### config.mk
export PLATFORM = sky130hd
export DESIGN_NAME = everloop_rx
export DESIGN_NICKNAME = d
export VERILOG_FILES = /design/src/rtl/everloop_pkg.sv /design/src/rtl/everloop_rx_sync.sv /design/src/rtl/everloop_rx.sv
export SDC_FILE = /design/constraint.sdc
export NUM_CORES = 1
export LEC_CHECK = 0
export BUFFER_PORTS_ARGS = -buffer_cell sky130_fd_sc_hd__buf_2
export CAP_MARGIN = 20
export CORE_MARGIN = 2
export CORE_UTILIZATION = 59
export DETAILED_ROUTE_END_ITERATION = 8
export GPL_ROUTABILITY_DRIVEN = 0
export PLACE_DENSITY_LB_ADDON = 0.15
export SETUP_SLACK_MARGIN = 0.3
export SLEW_MARGIN = 5
export SYNTH_ARGS = -nofsm -noshare
export SYNTH_HDL_FRONTEND = slang
export SYNTH_HIERARCHICAL = 1
export SYNTH_SLANG_ARGS = --single-unit
### constraint.sdc
create_clock -name clk -period 8.8 [get_ports clk]
set_clock_uncertainty 0.1 [all_clocks]
set_input_delay 0.44 -clock clk [delete_from_list [all_inputs] [get_ports clk]]
set_output_delay 0.44 -clock clk [all_outputs]
set_load 0.1 [all_outputs]
### src/rtl/everloop_pkg.sv
// Shared Everloop timing constants and the receiver state encoding.
package everloop_pkg;

    typedef enum logic [1:0] {
        ST_SYNC = 2'd0,
        ST_IDLE = 2'd1,
        ST_HIGH = 2'd2,
        ST_LOW  = 2'd3
    } rx_state_t;

    // Transmitter high widths (clk cycles) and bit period.
    localparam int EL_T0_SHORT = 60;
    localparam int EL_T0_LONG  = 80;
    localparam int EL_T1_SHORT = 120;
    localparam int EL_T1_LONG  = 160;
    localparam int EL_PERIOD   = 240;

    // Receiver decode defaults.
    localparam int EL_MIN_HIGH   = 30;
    localparam int EL_BIT_THRESH = 100;
    localparam int EL_MAX_HIGH   = 200;
    localparam int EL_RESET_GAP  = 4000;

endpackage

### src/rtl/everloop_rx_sync.sv
// Two-flop synchronizer for the Everloop line plus a previous-sample flop for edge detection.
module everloop_rx_sync (
    input  logic clk,
    input  logic rst,
    input  logic d,
    output logic lvl,
    output logic rise,
    output logic fall
);

    logic s1, s2, s3;

    always_ff @(posedge clk) begin
        if (rst) begin
            s1 <= 1'b0;
            s2 <= 1'b0;
            s3 <= 1'b0;
        end else begin
            s1 <= d;
            s2 <= s1;
            s3 <= s2;
        end
    end

    assign lvl  = s2;
    assign rise = s2 & ~s3;
    assign fall = ~s2 & s3;

endmodule

### src/rtl/everloop_rx.sv
// Everloop pulse-width receiver: decodes MSB-first bytes from high-pulse widths,
// detects the low latch gap as end-of-frame, and holds one byte for the consumer.
module everloop_rx
    import everloop_pkg::*;
#(
    parameter int MIN_HIGH   = EL_MIN_HIGH,
    parameter int BIT_THRESH = EL_BIT_THRESH,
    parameter int MAX_HIGH   = EL_MAX_HIGH,
    parameter int RESET_GAP  = EL_RESET_GAP
) (
    input  logic        clk,
    input  logic        rst,
    input  logic        everloop_d,
    input  logic        ack,
    input  logic        clear_flags,
    output logic [7:0]  data_out,
    output logic        data_valid,
    output logic        frame_end,
    output logic [15:0] byte_count,
    output logic        bit_error,
    output logic        overrun,
    output logic [1:0]  state_dbg
);

    localparam logic [15:0] GAP_LAST = 16'(RESET_GAP - 1);
    localparam logic [15:0] MAX_CNT  = 16'(MAX_HIGH);
    localparam logic [16:0] MIN_W    = 17'(MIN_HIGH);
    localparam logic [16:0] MAX_W    = 17'(MAX_HIGH);
    localparam logic [16:0] THRESH_W = 17'(BIT_THRESH);

    rx_state_t   state, state_nxt;
    logic        lvl, rise, fall;
    logic [15:0] cnt;
    logic [16:0] width;
    logic [7:0]  sreg;
    logic [2:0]  bit_cnt;
    logic        shift_en, new_bit, err, fe, clr_frame, drop_bits;
    logic        byte_done, ovr;
    logic [7:0]  byte_val;

    everloop_rx_sync u_sync (
        .clk  (clk),
        .rst  (rst),
        .d    (everloop_d),
        .lvl  (lvl),
        .rise (rise),
        .fall (fall)
    );

    // cnt holds width-1 on the cycle the fall is seen.
    assign width     = {1'b0, cnt} + 17'd1;
    assign byte_done = shift_en && (bit_cnt == 3'd7);
    assign byte_val  = {sreg[6:0], new_bit};
    assign ovr       = byte_done && data_valid && !ack;
    assign state_dbg = state;

    always_comb begin
        state_nxt = state;
        shift_en  = 1'b0;
        new_bit   = 1'b0;
        err       = 1'b0;
        fe        = 1'b0;
        clr_frame = 1'b0;
        drop_bits = 1'b0;
        case (state)
            ST_SYNC: begin
                if (!lvl && cnt == GAP_LAST) state_nxt = ST_IDLE;
            end
            ST_IDLE: begin
                if (rise) begin
                    clr_frame = 1'b1;
                    state_nxt = ST_HIGH;
                end
            end
            ST_HIGH: begin
                if (fall) begin
                    if (width < MIN_W || width > MAX_W) begin
                        err       = 1'b1;
                        drop_bits = 1'b1;
                        state_nxt = ST_SYNC;
                    end else begin
                        shift_en  = 1'b1;
                        new_bit   = (width >= THRESH_W);
                        state_nxt = ST_LOW;
                    end
                end else if (cnt > MAX_CNT) begin
                    err       = 1'b1;
                    drop_bits = 1'b1;
                    state_nxt = ST_SYNC;
                end
            end
            ST_LOW: begin
                if (rise) begin
                    state_nxt = ST_HIGH;
                end else if (cnt == GAP_LAST) begin
                    fe        = 1'b1;
                    err       = (bit_cnt != 3'd0);
                    drop_bits = 1'b1;
                    state_nxt = ST_IDLE;
                end
            end
            default: state_nxt = ST_SYNC;
        endcase
    end

    always_ff @(posedge clk) begin
        if (rst) begin
            state      <= ST_SYNC;
            cnt        <= 16'd0;
            sreg       <= 8'd0;
            bit_cnt    <= 3'd0;
            data_out   <= 8'd0;
            data_valid <= 1'b0;
            frame_end  <= 1'b0;
            byte_count <= 16'd0;
            bit_error  <= 1'b0;
            overrun    <= 1'b0;
        end else begin
            state     <= state_nxt;
            frame_end <= fe;

            // In SYNC a high line holds the count at zero so only a true gap re-arms.
            if (rise || fall || (state == ST_SYNC && lvl)) cnt <= 16'd0;
            else if (cnt != 16'hFFFF)                      cnt <= cnt + 16'd1;

            if (clr_frame) begin
                bit_cnt    <= 3'd0;
                byte_count <= 16'd0;
            end else if (drop_bits) begin
                bit_cnt <= 3'd0;
                sreg    <= 8'd0;
            end else if (shift_en) begin
                sreg    <= byte_val;
                bit_cnt <= bit_cnt + 3'd1;
            end

            if (byte_done && byte_count != 16'hFFFF) byte_count <= byte_count + 16'd1;

            // A same-cycle ack frees the slot for the completing byte.
            if (byte_done) begin
                if (!data_valid || ack) begin
                    data_out   <= byte_val;
                    data_valid <= 1'b1;
                end
            end else if (ack) begin
                data_valid <= 1'b0;
            end

            bit_error <= err | (bit_error & ~clear_flags);
            overrun   <= ovr | (overrun & ~clear_flags);
        end
    end

endmodule
---- Word-level counts from Yosys, hierarchy flattened ----
Index checks and enable logic that the tools add are counted.
word-level totals
  register bits ........................... 59
operators by class
  magnitude comparators ................... 4
  reductions and logical operators ........ 25
  bitwise gates (word level) .............. 11
  muxes and demuxes ....................... 32
  add/sub/neg operators ................... 4
  equality and inequality tests ........... 12
operators with widths
  operator               number
  $add 16x1->16 const B  2
  $mux 16                2
  $ne 16x16->1 const B   2
  $mux 1                 18
  $add 16x1->17 const B  1
  $ge 17x7->1 const B    1
  $gt 17x8->1 const B    1
  $lt 17x5->1 const B    1
  $eq 16x12->1 const B   1
  $gt 16x8->1 const B    1
  $mux 2                 7
  $mux 7                 2
  $pmux 2 s4             1
  $logic_and 1x1->1      6
  $ne 3x3->1 const B     2
  $reduce_and 2->1       3
  $reduce_bool 2->1      3
  $not 1->1              5
  $and 1x1->1            4
  $eq 2x2->1 const B     2
  $logic_or 1x1->1       4
  $ne 2x2->1 const B     2
  $pmux 1 s2             2
  $reduce_and 4->1       1
  other kinds (10)       14

---- Longest topological paths before layout ----
  depth in word-level cells ............... 10
  depth in mapped cells ................... 11

---- Hierarchy ----
The synthesis kept the hierarchy.
by module, submodules not included
  module            instances  area each (um^2)  sequential area each (um^2)  cells an instance
  everloop_rx       1          3238.1            1121.1                       403
  everloop_rx_sync  1          91.3              60.1                         8

---- Worst setup path after synthesis ----
OpenSTA, ideal clock, no wires.
  kind .................................... reg-to-reg
  from .................................... register byte_count[0]
  to ...................................... register byte_count[14]
  path slack .............................. 5.771 ns
  clock period less this slack ............ 3.029 ns
  required time ........................... 8.639 ns
  arrival time ............................ 2.868 ns
  cell stages (with the launch flop) ...... 9
  path buffers ............................ 0
  cell sequence ........................... dfxtp_1 ha_1 nand3_1 nor4_1 and3_1 nand3_1 or2_2 a211oi_2 a31o_2
on the way
  longest elaborated chain between the ends .. 3
RTL lines
  item                                                   line                source
  from (decl)                                            everloop_rx.sv:19   output logic [15:0] byte_count,
  from (signal assigned)                                 everloop_rx.sv:137  if (byte_done && byte_count != 16'hFFFF) byte_count <= byte_count + 16'd1;
  branches (longest 3 deep; another with $add 16x1->16)  n/a
Several ways; the timed one is not identified.
A chain may end at the register's enable or synchronous reset.

---- Worst setup path after layout ----
  from .................................... register cnt[0]
  to ...................................... register byte_count[11]
on the way
  longest elaborated chain between the ends .. 9
RTL lines
  item                                                 line                source
  from (decl)                                          everloop_rx.sv:33   logic [15:0] cnt;
  from (signal assigned)                               everloop_rx.sv:124  else if (cnt != 16'hFFFF) cnt <= cnt + 16'd1;
  $add 16x1->17 *                                      everloop_rx.sv:51   assign width = {1'b0, cnt} + 17'd1;
  $lt 17x5->1 / $gt 17x8->1 (equally long branches)    everloop_rx.sv:77   if (width < MIN_W || width > MAX_W) begin
  $logic_or 1x1->1 *                                   everloop_rx.sv:77
  $mux 1 *                                             everloop_rx.sv:77
  $mux 1 *                                             everloop_rx.sv:76   if (fall) begin
  $mux 1 *                                             everloop_rx.sv:65   case (state)
  $logic_and 1x1->1 *                                  everloop_rx.sv:52   assign byte_done = shift_en && (bit_cnt == 3'd7);
  $logic_and 1x1->1 *                                  everloop_rx.sv:137
  $mux 16 / $reduce_bool 2->1 (equally long branches)  n/a
Mark *: on every way between the ends. The rest lies on a longest branch, timed or not.

==> key figures <==
Placed design
  • PortBufs: 34
  • DP Wirelength: slightly above 5000 um

Floorplanning
  • Core area: about 5500 um2
  • Die W: around 79 um
  • Die area: 6260 um2
  • Initial cell density of the core: 0.6084
  • Row cnt: 27
  • IO Pins: 35
  • Die H: between 70 and 80 um

STA
  • Max Clk Rate: around 0.3 GHz
  • RSZ-0062 raised after global routing: no
  • # setup viols final: 0
  • Slew Viols, Final: 0
  • Crit share post-route: 0.3734
  • Final hold vios: 0
  • Setup_tns: 0 ns
  • Final min period: about 3.3 ns
  • Worst slew pin tran: about 0.68 ns
  • Rel. slew slack: 0.5415

Yosys
  • Most frequent cell after synthesis: dfxtp_1
  • Synth Cell Area: about 3300 um2
  • Synth Warn #: 6
  • Mean post-synth cell area: around 8.1 um2
  • Post-synth EDFFs: 0
  • Share of the yosys chip area belonging to registers: 0.3548
  • Netlist cell types: 65
  • Synth cell count leaders: dfxtp_1, nor2_1, nand3_1, nand2_1, a21oi_1
  • Most area-consuming cells after synthesis: dfxtp_1, nand3_1, nor2_1
  • Yosys reg bits: a little under 60
  • Top FF cell, synth: dfxtp_1
  • Yosys top cell area share: 0.3548
  • Mapped Cells: 411
  • Cell taking the most area after synthesis: dfxtp_1
  • Syn nets: about 420
  • Async SR Flop Fraction: 0

Power and ir drop
  • Total Power: 538.7 uW
  • Pwr/cell area: between 100 and 150 nW/um2
  • Worst vdd ir: 0.09586 mV
  • P_leak: around 0.0014 uW

Global route
  • First-pass GRT wire length: 12390 um
  • Initial antenna violation count: 0
  • Vias in the first global route: 2694
  • Largest net degree at the start of global routing: 30
  • Total track usage: 0.2496
  • Final global-route overflow total: 0

Route
  • Final WL: 7223 um
  • Total number of vias: around 3000
  • Router iterations before antenna repair: 4
  • Iter 0 DRT Violations: around 190
  • Post-DR vias/cell: approximately 5.9
  • DRC Markers: 0
  • DR WL/cell: approximately 14 um
  • Antenna Nets Post-Route: 0

Finish
  • Multi-input combinational cell area: just under 2000 um2
  • Layout net count: 444
  • Layout area overhead: 10.11%
  • Fillers: between 500 and 600
  • Ant diodes: 0
  • Register Area: approximately 1200 um2
  • Final Util: 0.6699
  • Share of post-route cells with drive strength above 1: 0.1689

Min path
  • Hold Path Origin: everloop_d
  • HP Class: primary input to flop

Clock network
  • Post-CTS setup buffer count: 0
  • PostCTS Resize Cnt: 0
  • Sink Count: between 50 and 60
  • CTS tree: yes
  • Root Buffer Master: clkbuf_8
  • CTS H-tree depth: 3
  • Bufs on Longest Clock Path: 2
  • Reg clk slew, reported paths: roughly 0.07 ns
  • Skew-Pair Late Insertion Delay: around 0.35 ns
  • CTS Hold Bufs: 0
  • TritonCTS buffer count: 9

Setup path
  • CP max FO: 17
  • WP data required: about 8.9 ns
  • Arrival time worst endpoint: between 3 and 4 ns
  • Source of the critical timing path: cnt[0]
  • Element type at the critical path start: flop
  • R2r startpoint: cnt[0]
  • Setup Crit Path Kind: flop to flop
  • CP Capture Type: flop

Run status
  • Run status: finished clean

Job
  • Number of max-cap violations: 0
-- where the power goes --
| group | leakage (uW) | switching [uW] | internal (uW) | total (uW) |
|---|---|---|---|---|
| Sequential | 0.000476 | 2.42 | 268 | 271 |
| Combinational | 0.000788 | 11.1 | 6.23 | 17.3 |
| Clock | 0.0000958 | 119 | 132 | 250 |
| Total | 0.00136 | 132 | 407 | 539 |
-- kinds of logic (layout without fill, tap and decap cells) --
family	after synthesis	after routing	synth area share
flip-flops	59	59	0.3548
multiplexers	5	5	0.01541
buffers and inverters	39	66	0.05863
AND/OR/NAND/NOR	194	194	0.3217
AO/OA/AOI/OAI	93	93	0.1875
adder cells (fa/ha/maj)	6	6	0.02255
XOR/XNOR	15	15	0.03946
-- per-stage QoR --
stage / worst slack [ns] / hold slack [ns] / instance area [um2] / std cells
floorplan: 5.771 / 0.3138 / 3329 / 411
global placement: 5.413 / 0.3264 / 3451 / 492
detailed placement: 5.518 / 0.3486 / 3458 / 493
CTS: 5.507 / 0.2131 / 3659 / 509
global route: 5.311 / 0.2525 / 3666 / 510
finish: 5.514 / 0.2265 / 3666 / 510
-- final cells by class --
class	instances	share of cell area
inverters	13	0.01331
clock buffers	9	0.03379
multi-input cells	313	0.5328
well taps	72	0.02457
clock inverters	7	0.02082
flip-flops and latches	59	0.3222
repair buffers	37	0.05256
-- metal layers --
layer | routed length (um) | track usage | vias up | share of wire
li1 | - | - | 1536 | -
met3 | 268 | 0.04773 | 6 | 0.037
met2 | 3451 | 0.4025 | 60 | 0.48
met1 | 3423 | 0.3234 | 1401 | 0.47
met5 | 0 | 0 | - | 0
met4 | 80 | 0.1138 | 0 | 0.011
-- worst paths after layout --
path	end	slack, ns	cells past startpoint
hold reg to reg	u_sync/lvl	0.36	1
setup reg to reg	byte_count[11]	5.51	8
setup / recovery	byte_count[11]	5.51	8
hold / removal	u_sync/s1	0.23	2
-- registers in the layout, summed over array words and instances, names as in the netlist, 2 cells and up --
name / flops
data_out: 8
cnt: 16
bit_cnt: 3
state_dbg: 2
sreg: 7
byte_count: 16
-- critical path, stage by stage, from the launching register on --
cell	delay, ns
dfxtp_1	0.43
ha_1	0.48
and4_1	0.35
nand3_1	0.16
mux2i_1	0.34
o21ai_4	0.14
or4_1	0.81
o21ai_1	0.26
o41ai_2	0.09
-- cells in the final DEF (no fill, tap or decap), types with 3 or more instances in the layout --
| cell | instances |
|---|---|
| a21oi_1 | 26 |
| a22oi_1 | 7 |
| a31oi_1 | 4 |
| and2_1 | 4 |
| and3_1 | 5 |
| and4_1 | 3 |
| buf_2 | 34 |
| buf_4 | 3 |
| clkbuf_8 | 9 |
| dfxtp_1 | 59 |
| ha_1 | 6 |
| inv_1 | 13 |
| mux2i_1 | 4 |
| nand2_1 | 31 |
| nand2b_1 | 4 |
| nand3_1 | 33 |
| nand3b_1 | 6 |
| nand4_1 | 14 |
| nor2_1 | 37 |
| nor2b_1 | 14 |
| nor3_1 | 17 |
| nor3b_1 | 3 |
| nor4_1 | 5 |
| o21ai_0 | 25 |
| o21ai_1 | 3 |
| or2_2 | 3 |
| or3_1 | 3 |
| xnor2_1 | 12 |
| xor2_1 | 3 |
Note: power is estimated with default switching activity, not from simulation.
